===== src/rtl/round_judge.sv =====
// ============================================================================
// Module   : round_judge
// Brief    : Arbitrates one answer round among NUM_PLAYERS players.
// Revision : 1.0
// ============================================================================
`default_nettype none

module round_judge #(
    parameter int NUM_PLAYERS    = 2,
    parameter int TIMER_W        = 16,
    parameter int TIMEOUT_CYCLES = 1000
) (
    input  logic                   CLK,
    input  logic                   RST,
    input  logic                   ROUND_START,
    input  logic [NUM_PLAYERS-1:0] CORRECT,
    input  logic [NUM_PLAYERS-1:0] WRONG,
    output logic                   BUSY,
    output logic [NUM_PLAYERS-1:0] WINNER,
    output logic                   DRAW,
    output logic                   TIMEOUT,
    output logic                   RESULT_VALID,
    output logic [TIMER_W-1:0]     ELAPSED
);

    localparam bit               C_TO_EN   = (TIMEOUT_CYCLES != 0);
    localparam logic [TIMER_W-1:0] C_TO_LAST =
        (TIMEOUT_CYCLES == 0) ? '0 : TIMER_W'(TIMEOUT_CYCLES - 1);

    typedef enum logic [0:0] {
        S_IDLE = 1'b0,
        S_OPEN = 1'b1
    } state_t;

    state_t                   state_q, state_d;
    logic [NUM_PLAYERS-1:0]   lock_q, lock_d;
    logic [TIMER_W-1:0]       cnt_q, cnt_d;
    logic [NUM_PLAYERS-1:0]   winner_q, winner_d;
    logic                     draw_q, draw_d;
    logic                     timeout_q, timeout_d;
    logic                     valid_q, valid_d;
    logic [TIMER_W-1:0]       elapsed_q, elapsed_d;

    logic [NUM_PLAYERS-1:0]   w_eligible;
    logic                     w_multi;

    assign w_eligible = CORRECT & ~lock_q;
    // Clearing the lowest set bit leaves something only if two or more were set.
    assign w_multi    = |(w_eligible & (w_eligible - NUM_PLAYERS'(1)));

    always_comb begin
        state_d   = state_q;
        lock_d    = lock_q;
        cnt_d     = cnt_q;
        winner_d  = winner_q;
        draw_d    = draw_q;
        timeout_d = timeout_q;
        elapsed_d = elapsed_q;
        valid_d   = 1'b0;
        case (state_q)
            S_IDLE: begin
                if (ROUND_START) begin
                    state_d   = S_OPEN;
                    lock_d    = '0;
                    cnt_d     = '0;
                    winner_d  = '0;
                    draw_d    = 1'b0;
                    timeout_d = 1'b0;
                    elapsed_d = '0;
                end
            end
            S_OPEN: begin
                if (w_eligible != '0) begin
                    state_d   = S_IDLE;
                    winner_d  = w_eligible;
                    draw_d    = w_multi;
                    timeout_d = 1'b0;
                    elapsed_d = cnt_q;
                    valid_d   = 1'b1;
                end else if (&(lock_q | WRONG)) begin
                    state_d   = S_IDLE;
                    winner_d  = '0;
                    draw_d    = 1'b0;
                    timeout_d = 1'b0;
                    elapsed_d = cnt_q;
                    valid_d   = 1'b1;
                end else if (C_TO_EN && (cnt_q == C_TO_LAST)) begin
                    state_d   = S_IDLE;
                    winner_d  = '0;
                    draw_d    = 1'b0;
                    timeout_d = 1'b1;
                    elapsed_d = cnt_q;
                    valid_d   = 1'b1;
                end else begin
                    // A same-cycle correct pulse overrides wrong, so it never locks.
                    lock_d = lock_q | (WRONG & ~CORRECT);
                    if (cnt_q != '1) begin
                        cnt_d = cnt_q + TIMER_W'(1);
                    end
                end
            end
            default: state_d = S_IDLE;
        endcase
    end

    always_ff @(posedge CLK) begin
        if (RST) begin
            state_q   <= S_IDLE;
            lock_q    <= '0;
            cnt_q     <= '0;
            winner_q  <= '0;
            draw_q    <= 1'b0;
            timeout_q <= 1'b0;
            valid_q   <= 1'b0;
            elapsed_q <= '0;
        end else begin
            state_q   <= state_d;
            lock_q    <= lock_d;
            cnt_q     <= cnt_d;
            winner_q  <= winner_d;
            draw_q    <= draw_d;
            timeout_q <= timeout_d;
            valid_q   <= valid_d;
            elapsed_q <= elapsed_d;
        end
    end

    assign BUSY         = (state_q == S_OPEN);
    assign WINNER       = winner_q;
    assign DRAW         = draw_q;
    assign TIMEOUT      = timeout_q;
    assign RESULT_VALID = valid_q;
    assign ELAPSED      = elapsed_q;

endmodule

`default_nettype wire


===== config.mk =====
export PLATFORM = sky130hd
export DESIGN_NAME = round_judge
export DESIGN_NICKNAME = d
export VERILOG_FILES = /design/src/rtl/round_judge.sv
export SDC_FILE = /design/constraint.sdc
export NUM_CORES = 1
export LEC_CHECK = 0
export CAP_MARGIN = 20
export CORE_ASPECT_RATIO = 0.6
export CORE_MARGIN = 1.5
export CORE_UTILIZATION = 35
export CTS_CLUSTER_DIAMETER = 50
export DETAILED_ROUTE_END_ITERATION = 10
export GPL_TIMING_DRIVEN = 0
export PLACE_DENSITY_LB_ADDON = 0.08
export SETUP_SLACK_MARGIN = 0.5
export SLEW_MARGIN = 20
export SYNTH_ARGS = -nofsm -noshare
export SYNTH_HDL_FRONTEND = slang
export SYNTH_SLANG_ARGS = --single-unit

===== constraint.sdc =====
create_clock -name CLK -period 2.6 [get_ports CLK]
set_input_delay 0.52 -clock CLK [delete_from_list [all_inputs] [get_ports CLK]]
set_output_delay 0.52 -clock CLK [all_outputs]
set_load 0.03 [all_outputs]

==> impl_metrics.py, run 1 <==
metrics = {
    "die": {
        "floorplan.die_area_sq_um": 5550,
        "placement_rows": 19,
        "boundaryPins": 29,
        "floorplan.initialDensity_pct": 37.7,
        "core_sq_um": 4730,
        "die_w_um": 95.2,
        "dieHeight_um": 58.3,
    },
    "detailed_routing": {
        "drtPass1Iterations": 4,
        "drcViolationCount": 0,
        "drt_iter0_markers": 159,
        "vias": 1788,
        "vias_per_instance": 5.86,
        "routed_wl_um": 5370,
        "wl_per_cell_um": 17.6,
        "antenna_violating_nets_post_route": 0,
    },
    "timing": {
        "worst_slew_pin_slew_ns": 0.694,
        "setup_tns_ns": 0,
        "fin_skew_ns": 0.0114,
        "achievable-frequency_ghz": 0.433,
        "final.min_clock_period_ns": 2.31,
        "timing.final.crit_share_pct": 88.9,
        "hold_viol_final": 0,
        "slew_headroom_pct": 53.5,
        "setup_viol": 0,
        "setup_repair_after_global_routing_missed_its_margin": "true",
        "finalMaxSlewViolations": 0,
    },
    "critical_path": {
        "critical_path_data_arrival_time_ns": 2.50,
        "worstReg2RegStart": "cnt_q[13]",
        "endpoint_kind": "flop",
        "reg2reg_slack_ns": 0.29,
        "path_max_fanout": 10,
        "critical_path_required_ns": 2.79,
        "r2r_end": "ELAPSED[7]",
        "worst-r2r-cell-count": 8,
        "critPathCapture": "ELAPSED[7]",
        "path_cells": "or4b_4 > o41ai_4 > buf_4 > nor3_4 > o21a_1 > buf_6 > buf_8 > a22o_1",
        "criticalPathCategory": "flop to flop",
        "cp_slowest_stage_delay_ns": 0.55,
        "cp_slowest_cell": "or4b_4",
        "critPathLaunch": "cnt_q[13]",
        "worstSetupStartpointType": "flop",
    },
    "synthesis": {
        "avgSynthCellArea_sq_um": 9.45,
        "netlist_instances": 189,
        "synth_compound_area_share_pct": 28.9,
        "synthArstFlopShare_pct": 0,
        "synth-edff-count": 0,
        "sequential_element_share_of_the_synthesized_area_pct": 44.8,
        "synth.area.mux_share_pct": 0,
        "yosys.area_share.adder_pct": 0.701,
        "synth_flop_cell": "dfxtp_1",
        "post_synth_num_cell_types": 41,
        "ys_seq_elements": 40,
        "synth_simple_gate_area_share_pct": 21.0,
        "synthesis.nets": 197,
        "synth_area_sq_um": 1790,
        "yosys.area_share.xor_xnor_pct": 0,
        "yosys_warnings": 0,
        "synth_top_family_by_area": "compound AO/OA/AOI/OAI gates",
    },
    "power_and_ir_drop": {
        "report.power.total_w": 0.00121,
        "static-leakage-power_nw": 0.924,
        "max-vdd-ir-drop_mv": 0.242,
        "p_per_area_nw_per_um2": 474,
    },
    "grt": {
        "grt_start_max_net_pins": 12,
        "grt_pass1_vias": 1815,
        "globalRouteOverflowTotal": 0,
        "wire_length_of_the_first_global_routing_pass_um": 8670,
        "grt.total_usage_pct": 20.5,
        "antenna_found_initial": 0,
    },
    "final_layout": {
        "nNetsFinal": 250,
        "layout-area-overhead-vs-synth_pct": 42.7,
        "num_antenna_cells": 0,
        "multi_input_area_sq_um": 1020,
        "finalCoreUtilization_pct": 53.8,
        "n_fill_cell": 440,
        "drive_gt1_share_pct": 24.4,
        "footprint_of_the_flip_flops_and_latches_sq_um": 813,
    },
    "clocking": {
        "cts.reportedPaths.clkPinSlew_ns": 0.08,
        "tritoncts_clock_tree": "yes",
        "cts.sink_count": 40,
        "cts_hold_buf": 0,
        "clock_path_buffers": 2,
        "h-tree-depth": 2,
        "clock_tree.root_cell": "clkbuf_8",
        "cts_made_buffers": 5,
        "clock_insertion_delay_worst_skew_ns": 0.30,
    },
    "flow_run": {
        "cap_violations": 0,
    },
    "min_path": {
        "hold_path.class": "flop to flop",
    },
    "placed_design": {
        "gpl.final_weighted_congestion": 0.869,
        "portBuffers": 28,
        "detailed_place_hpwl_um": 3540,
    },
    "outcome": {
        "run_status": "finished clean",
    },
}
==> Yosys cell counts, drive strengths merged (2+ instances only) <==
library cell / instances / area [sq um]
a32o: 3 / 30.0
inv: 5 / 18.8
o31a: 2 / 17.5
a41o: 3 / 30.0
buf: 4 / 32.5
a21oi: 7 / 35.0
a311oi: 7 / 61.3
nor3: 4 / 25.0
o21ai: 7 / 35.0
o31ai: 2 / 15.0
and4: 3 / 26.3
and3: 6 / 37.5
a32oi: 2 / 17.5
clkbuf: 7 / 26.3
o311a: 2 / 20.0
and2: 3 / 18.8
nand2: 10 / 37.5
dfxtp: 40 / 801
nand4: 4 / 25.0
nand3: 9 / 45.0
nand2b: 6 / 37.5
a22o: 18 / 158
nor2: 13 / 48.8
a31oi: 5 / 31.3
nand4b: 3 / 26.3
==> sequential cells by signal (all words and copies together), names as in the netlist <==
register and count:
lock_q 2, WINNER 2, BUSY 1, RESULT_VALID 1, DRAW 1, ELAPSED 16
TIMEOUT 1, cnt_q 16
==> worst max-delay path, delay by kind of cell (launching register included) <==
kind / cells / cell delay (ns)
flops: 1 / 0.36
compound gates: 3 / 0.79
simple gates: 2 / 0.59
buf+inv: 3 / 0.46
==> where the power goes <==
| part | internal, W | switching, W |
|---|---|---|
| Sequential | 0.000614 | 0.00000396 |
| Clock | 0.000236 | 0.000214 |
| Combinational | 0.0000583 | 0.0000808 |
==> through the flow <==
step                      setup WS (ns)  cell area (sq um)  hold slack [ns]  cells
after floorplan                   0.477               1790            0.453    189
after global placement           -0.347               2150            0.459    280
after detailed placement         -0.474               2150            0.457    280
after CTS                         0.317               2440            0.482    300
after global routing              0.212               2550            0.490    305
final                             0.289               2550            0.470    305
==> cell families (layout without fill, tap and decap cells) <==
| group | after synthesis | count (layout) |
|---|---|---|
| DFF | 40 | 40 |
| adders and majority gates | 1 | 1 |
| and+or+nand+nor | 67 | 67 |
| AOI/OAI and AO/OA | 64 | 64 |
| buffers and inverters | 17 | 70 |
==> how the worst min path moves through the flow <==
stage	from	to	slack (ns)	depth (start not counted)
after floorplan	cnt_q[4]	cnt_q[4]	0.45	1
after global placement	ELAPSED[2]	ELAPSED[2]	0.46	1
after detailed placement	ELAPSED[11]	ELAPSED[11]	0.46	1
after CTS	ELAPSED[7]	ELAPSED[7]	0.48	1
after global routing	ELAPSED[12]	ELAPSED[12]	0.49	1
final	DRAW	DRAW	0.47	2
==> routing by layer <==
layer  GRT usage (%)  part of all wire [%]  vias to the layer above  wire, um
li1                -                     -                      847         -
met2            29.6                    43                       59      2280
met4            7.89                   1.5                        0        82
met3            6.07                   7.7                       11       411
met5               0                     0                        -         0
met1            28.8                    48                      871      2590
==> cell usage in the layout, fill, tap and decap left out, types with 4 or more instances in the layout <==
cell,synthesis,layout
clkbuf_8,0,8
a311oi_1,7,4
clkdlybuf4s50_1,0,27
nand2_1,10,10
a22o_1,18,18
inv_1,5,5
dfxtp_1,40,34
nor2_1,13,11
nand4_1,4,4
buf_6,2,4
dfxtp_2,0,4
nand3_1,9,9
nand2b_1,6,6
a21oi_1,7,6
and3_1,6,5
buf_4,0,16
==> layout make-up <==
class	count	area share (%)
clock buffer	7	3.78
buffer	11	3.14
timing repair buffer	46	17.2
tap	63	3.09
sequential	40	31.9
multi-input combinational	132	40.0
inverter	6	0.884
==> timing repair <==
item,CTS,global route
endpoints found under the setup margin,38,38
pin swaps,20,18
buffers inserted,13,5
resized for setup,33,12
cloned,0,0
No activity file was read; power rests on OpenSTA's default activity.
==> run 2: changes to the inputs <==
--- a/config.mk
+++ b/config.mk
@@ -11,7 +11,6 @@
 export CORE_UTILIZATION = 35
 export CTS_CLUSTER_DIAMETER = 50
 export DETAILED_ROUTE_END_ITERATION = 10
-export GPL_TIMING_DRIVEN = 0
 export PLACE_DENSITY_LB_ADDON = 0.08
 export SETUP_SLACK_MARGIN = 0.5
 export SLEW_MARGIN = 20
==> run 2 against run 1 <==
Die area did not move. Combinational power decreased by 14%. Clock-buffer cell count increased by 1. Final cell count shrank 0.66%. Global-route usage rose by 0.52 points. Power down 3.4%. Largest cell class unchanged. Clock power down 4.9%. Utilization down 2.0 points. Non-clock buffer count decreased by 3. Largest power group unchanged. Highest routed layer unchanged. Setup slack better by 0.14 ns.
==> impl_metrics.py, run 2 (synthesis gave the netlist of run 1 again) <==
metrics = {
    "critical_path": {
        "path_max_fanout": 8,
        "endpoint_kind": "flop",
        "cp_slowest_cell": "or4_4",
        "worstSetupStartpointType": "flop",
        "criticalPathCategory": "flop to flop",
        "critical_path_data_arrival_time_ns": 2.40,
        "critical_path.most_common_cell": "buf_4",
        "worst-r2r-cell-count": 7,
        "cp_slowest_stage_delay_ns": 0.55,
        "path_cells": "or4_4 > o41ai_4 > buf_4 > o31ai_2 > buf_4 > a311oi_2 > a41o_1",
        "reg2reg_slack_ns": 0.43,
        "critical_path_required_ns": 2.83,
    },
    "grt": {
        "antenna_found_initial": 0,
        "wire_length_of_the_first_global_routing_pass_um": 8640,
        "grt_pass1_vias": 1618,
        "grt_start_max_net_pins": 22,
        "grt.total_usage_pct": 21.0,
        "globalRouteOverflowTotal": 0,
    },
    "timing": {
        "setup_repair_after_global_routing_missed_its_margin": "true",
        "setup_tns_ns": 0,
        "achievable-frequency_ghz": 0.462,
        "timing.final.crit_share_pct": 83.3,
        "hold_viol_final": 0,
        "final.min_clock_period_ns": 2.17,
        "slew_headroom_pct": 72.0,
        "worst_slew_pin_slew_ns": 0.419,
        "finalMaxSlewViolations": 0,
        "fin_skew_ns": 0.00688,
        "setup_viol": 0,
    },
    "power_and_ir_drop": {
        "report.power.total_w": 0.00117,
        "max-vdd-ir-drop_mv": 0.292,
        "p_per_area_nw_per_um2": 476,
        "static-leakage-power_nw": 0.917,
    },
    "placed_design": {
        "post_placement_cell_count": 282,
        "portBuffers": 28,
        "detailed_place_hpwl_um": 3490,
        "gpl.final_weighted_congestion": 0.864,
        "dpl-instance-area_sq_um": 2190,
    },
    "clocking": {
        "h-tree-depth": 2,
        "cts.sink_count": 40,
        "clock_path_buffers": 2,
        "cts_hold_buf": 0,
        "cts.reportedPaths.clkPinSlew_ns": 0.07,
        "cts_made_buffers": 5,
        "clock_insertion_delay_worst_skew_ns": 0.30,
        "tritoncts_clock_tree": "yes",
        "clock_tree.root_cell": "clkbuf_8",
    },
    "detailed_routing": {
        "antenna_violating_nets_post_route": 0,
        "drcViolationCount": 0,
        "wl_per_cell_um": 17.2,
        "vias": 1744,
        "routed_wl_um": 5220,
        "drtPass1Iterations": 4,
        "vias_per_instance": 5.76,
        "drt_iter0_markers": 128,
    },
    "final_layout": {
        "layout_common_cells": "dfxtp_1 (32), clkdlybuf4s50_1 (25), buf_4 (22)",
        "finalNonFillerCells": 303,
        "mostFrequentLayoutCell": "dfxtp_1",
        "footprint_of_the_flip_flops_and_latches_sq_um": 821,
        "post_route_cell_area_sq_um": 2450,
        "num_antenna_cells": 0,
        "nNetsFinal": 247,
        "n_fill_cell": 440,
        "layout-area-overhead-vs-synth_pct": 37.3,
        "drive_gt1_share_pct": 22.1,
        "multi_input_area_sq_um": 958,
    },
    "die": {
        "floorplan.initialDensity_pct": 37.7,
        "core_sq_um": 4730,
        "die_w_um": 95.2,
        "dieHeight_um": 58.3,
        "boundaryPins": 29,
        "floorplan.die_area_sq_um": 5550,
        "placement_rows": 19,
    },
    "flow_run": {
        "cap_violations": 0,
    },
    "outcome": {
        "run_status": "finished clean",
    },
    "min_path": {
        "worst_hold_path.num_cells": 1,
        "hold_path.class": "flop to flop",
    },
}
[run 2: cell types whose count changed in the layout (fill, tap and decap cells not counted), sizes merged]
| cell | previous run | this run |
|---|---|---|
| buf | 23 | 26 |
| clkbuf | 13 | 8 |
| clkdlybuf4s50 | 27 | 25 |
| dlygate4sd2 | 1 | 3 |
[run 2: layout make-up]
type | count | area share, %
Timing Repair Buffer | 54 | 19.6
Clock buffer | 8 | 3.68
Tap cell | 63 | 3.22
Inverter | 6 | 0.919
Multi-Input combinational cell | 132 | 39.1
Sequential cell | 40 | 33.5
[run 2: timing repair]
action	4_1_cts	5_1_grt
endpoints found under the setup margin	32	34
gates cloned	0	1
setup buffers	7	5
resized for setup	21	5
pin swaps	7	8
[run 2: metal layers]
metal / part of all wire, % / global-route usage (%) / vias up
met3: 6.2 / 4.39 / 7
met1: 52 / 32.6 / 829
met5: 0 / 0 / -
li1: - / - / 843
met2: 40 / 27.5 / 65
met4: 1.3 / 8.96 / 0
[run 2: path summary, 6_finish.rpt]
| path | start | end |
|---|---|---|
| min | ELAPSED[2] | ELAPSED[2] |
| max | cnt_q[4] | cnt_q[2] |
| max reg2reg | cnt_q[4] | cnt_q[2] |
| min reg2reg | ELAPSED[2] | ELAPSED[2] |
[run 2: power by group]
part           leakage [nW]  switching [W]  total [W]  internal (W)
registers             0.328     0.00000747   0.000620      0.000612
clock network        0.0455       0.000212   0.000428      0.000216
logic                 0.544      0.0000691   0.000119     0.0000498
total                 0.917       0.000288    0.00117      0.000879
[run 2: metrics by stage]
| step | hold slack [ns] | utilization, % | worst slack (ns) |
|---|---|---|---|
| final | 0.477 | 51.8 | 0.434 |
| after global routing | 0.496 | 51.8 | 0.394 |
| after global placement | 0.459 | 46.3 | 0.114 |
| after floorplan | 0.453 | - | 0.477 |
| after CTS | 0.481 | 50.5 | 0.443 |
| after detailed placement | 0.458 | 46.3 | 0.0512 |
[run 2: worst max-delay path: cells and delay by family, from the launching register on]
| family | cells | cell delay (ns) |
|---|---|---|
| DFF | 1 | 0.35 |
| and+or+nand+nor | 1 | 0.55 |
| buffers and inverters | 2 | 0.36 |
| AOI/OAI and AO/OA | 4 | 0.82 |
==> run 3: changes to the inputs <==
==> constraint.sdc (replaced) <==
create_clock -name CLK -period 1.8 [get_ports CLK]
set_input_delay 0.36 -clock CLK [delete_from_list [all_inputs] [get_ports CLK]]
set_output_delay 0.36 -clock CLK [all_outputs]
set_load 0.03 [all_outputs]
==> run 3 against run 2 <==
The run now ends with negative setup slack left. Fmax shrank 1.4%. Combinational power increased by 90%. Clock skew grew 0.0041 ns. Die area stayed put. First-iteration DRC count decreased by 18%. Global-route usage increased by 1.6 points. Sequential cell count did not move. Clock-buffer cell count down 2. Worst hold slack lost 0.013 ns. Power grew 51%. Final cell count up 11%. Critical path type unchanged.
==> impl_metrics.py, run 3 (synthesis gave the netlist of run 1 again) <==
metrics = {
    "outcome": {
        "run_status": "finished with violations",
        "violations": "negative setup slack",
    },
    "critical_path": {
        "worstSetupStartpointType": "flop",
        "critPathCapture": "ELAPSED[8]",
        "critical_path_data_arrival_time_ns": 2.38,
        "worst-r2r-cell-count": 7,
        "worstReg2RegStart": "cnt_q[3]",
        "gate_family_responsible_for_the_most_delay_along_the_worst_path": "compound AO/OA/AOI/OAI gates",
        "critical_path_required_ns": 1.99,
        "criticalPathCategory": "flop to flop",
        "endpoint_kind": "flop",
        "cp_slowest_stage_delay_ns": 0.58,
        "reg2reg_slack_ns": -0.40,
        "critPathLaunch": "cnt_q[3]",
        "critical_path.n_buffers_inverters": 2,
        "path_cells": "or4b_4 > o41ai_4 > buf_4 > nor3_2 > o21a_1 > buf_6 > a22o_1",
        "path_max_fanout": 8,
        "cp_slowest_cell": "or4b_4",
        "r2r_end": "ELAPSED[8]",
        "timing.critical_path.depth": 7,
    },
    "final_layout": {
        "layout_common_cells": "buf_4 (50), dfxtp_1 (38), buf_2 (19)",
        "post_route_cell_area_sq_um": 2700,
        "finalCoreUtilization_pct": 57.1,
        "layout-area-overhead-vs-synth_pct": 51.4,
        "mostFrequentLayoutCell": "buf_4",
        "nNetsFinal": 279,
        "num_antenna_cells": 0,
        "drive_gt1_share_pct": 42.3,
    },
    "placed_design": {
        "dpl-instance-area_sq_um": 2460,
        "portBuffers": 28,
        "gpl.final_weighted_congestion": 0.955,
        "detailed_place_hpwl_um": 4090,
    },
    "timing": {
        "setup_viol": 40,
        "slew_headroom_pct": 76.6,
        "fin_skew_ns": 0.0110,
        "finalWorstSetupSlack_ns": -0.397,
        "achievable-frequency_ghz": 0.455,
        "setup_repair_after_global_routing_missed_its_margin": "true",
        "worst_slew_pin_slew_ns": 0.349,
        "hold_viol_final": 0,
        "fin_worst_hold_slack_ns": 0.464,
        "final.min_clock_period_ns": 2.20,
        "finalMaxSlewViolations": 0,
        "timing.final.crit_share_pct": 122,
        "setup_tns_ns": -12.93,
    },
    "die": {
        "floorplan.die_area_sq_um": 5550,
        "die_w_um": 95.2,
        "dieHeight_um": 58.3,
        "placement_rows": 19,
        "core_sq_um": 4730,
        "boundaryPins": 29,
        "floorplan.initialDensity_pct": 37.7,
    },
    "min_path": {
        "hold_path.class": "flop to flop",
        "worst_hold_path.num_cells": 2,
    },
    "clocking": {
        "tritoncts_clock_tree": "yes",
        "cts.reportedPaths.clkPinSlew_ns": 0.08,
        "cts_hold_buf": 0,
        "clock_tree.root_cell": "clkbuf_8",
        "clock_insertion_delay_worst_skew_ns": 0.30,
        "cts_made_buffers": 5,
        "cts.sink_count": 40,
        "clock_path_buffers": 2,
        "h-tree-depth": 2,
    },
    "grt": {
        "wire_length_of_the_first_global_routing_pass_um": 9430,
        "globalRouteOverflowTotal": 0,
        "antenna_found_initial": 0,
        "grt_pass1_vias": 1942,
        "grt_start_max_net_pins": 22,
        "grt.total_usage_pct": 22.7,
    },
    "power_and_ir_drop": {
        "p_per_area_nw_per_um2": 652,
        "report.power.total_w": 0.00176,
        "static-leakage-power_nw": 1.12,
        "max-vdd-ir-drop_mv": 0.345,
    },
    "detailed_routing": {
        "drt_iter0_markers": 105,
        "drtPass1Iterations": 4,
        "vias_per_instance": 5.57,
        "vias": 1866,
        "drcViolationCount": 0,
        "antenna_violating_nets_post_route": 0,
        "routed_wl_um": 5950,
        "wl_per_cell_um": 17.8,
    },
    "flow_run": {
        "cap_violations": 0,
    },
}
==> run 3: cell count changes in the layout (fill, tap and decap cells not counted), moves of 4 or more <==
cell             before  now
dfxtp_1              32   38
buf_4                22   50
clkdlybuf4s50_1      25    5
buf_6                 3    7
buf_2                 1   19
==> run 3: timing repair <==
item,in CTS,in global routing
pin swaps,12,6
gates resized for setup,116,24
endpoints found under the setup margin,62,48
cloned,0,1
buffers inserted,6,2
==> run 3: worst register-to-register path: cells and delay by family (launching register included) <==
family / cells / cell delay, ns
AO/OA/AOI/OAI: 3 / 0.80
AND/OR/NAND/NOR: 2 / 0.64
buffers and inverters: 2 / 0.33
flip-flops: 1 / 0.32
==> run 3: where the power goes <==
part	switching [W]	leakage, nW	internal [W]	total, W
clock network	0.000329	0.0434	0.000310	0.000640
registers	0.00000607	0.324	0.000890	0.000896
logic	0.000120	0.757	0.000105	0.000226
total	0.000456	1.12	0.00131	0.00176
==> run 3: per-stage QoR <==
stage,cells,setup WS (ns)
2_1_floorplan,189,-0.309
3_3_place_gp,318,-0.452
3_5_place_dp,318,-0.514
4_1_cts,332,-0.376
5_1_grt,335,-0.445
6_report,335,-0.397
==> run 3: layout make-up <==
cell class	instances	area, sq um
Clock buffer	6	82.6
Clock inverter	2	15.0
Fill cell	420	2030
Inverter	6	22.5
Multi-Input combinational cell	132	1030
Sequential cell	40	806
Tap cell	63	78.8
Timing Repair Buffer	86	666
==> run 3: how the worst min path moves through the flow <==
| stage | end | slack [ns] | startpoint |
|---|---|---|---|
| after floorplan | lock_q[1] | 0.47 | lock_q[1] |
| after global placement | ELAPSED[7] | 0.46 | ELAPSED[7] |
| after detailed placement | ELAPSED[2] | 0.45 | ELAPSED[2] |
| after CTS | WINNER[1] | 0.47 | WINNER[1] |
| after global routing | ELAPSED[0] | 0.49 | ELAPSED[0] |
| final | WINNER[1] | 0.46 | WINNER[1] |
==> run 3: layer usage <==
layer / global-route usage, % / wire [um]
met2: 34.3 / 2650
met3: 5.04 / 379
met1: 31.8 / 2870
met5: 0 / 0
met4: 7.89 / 47
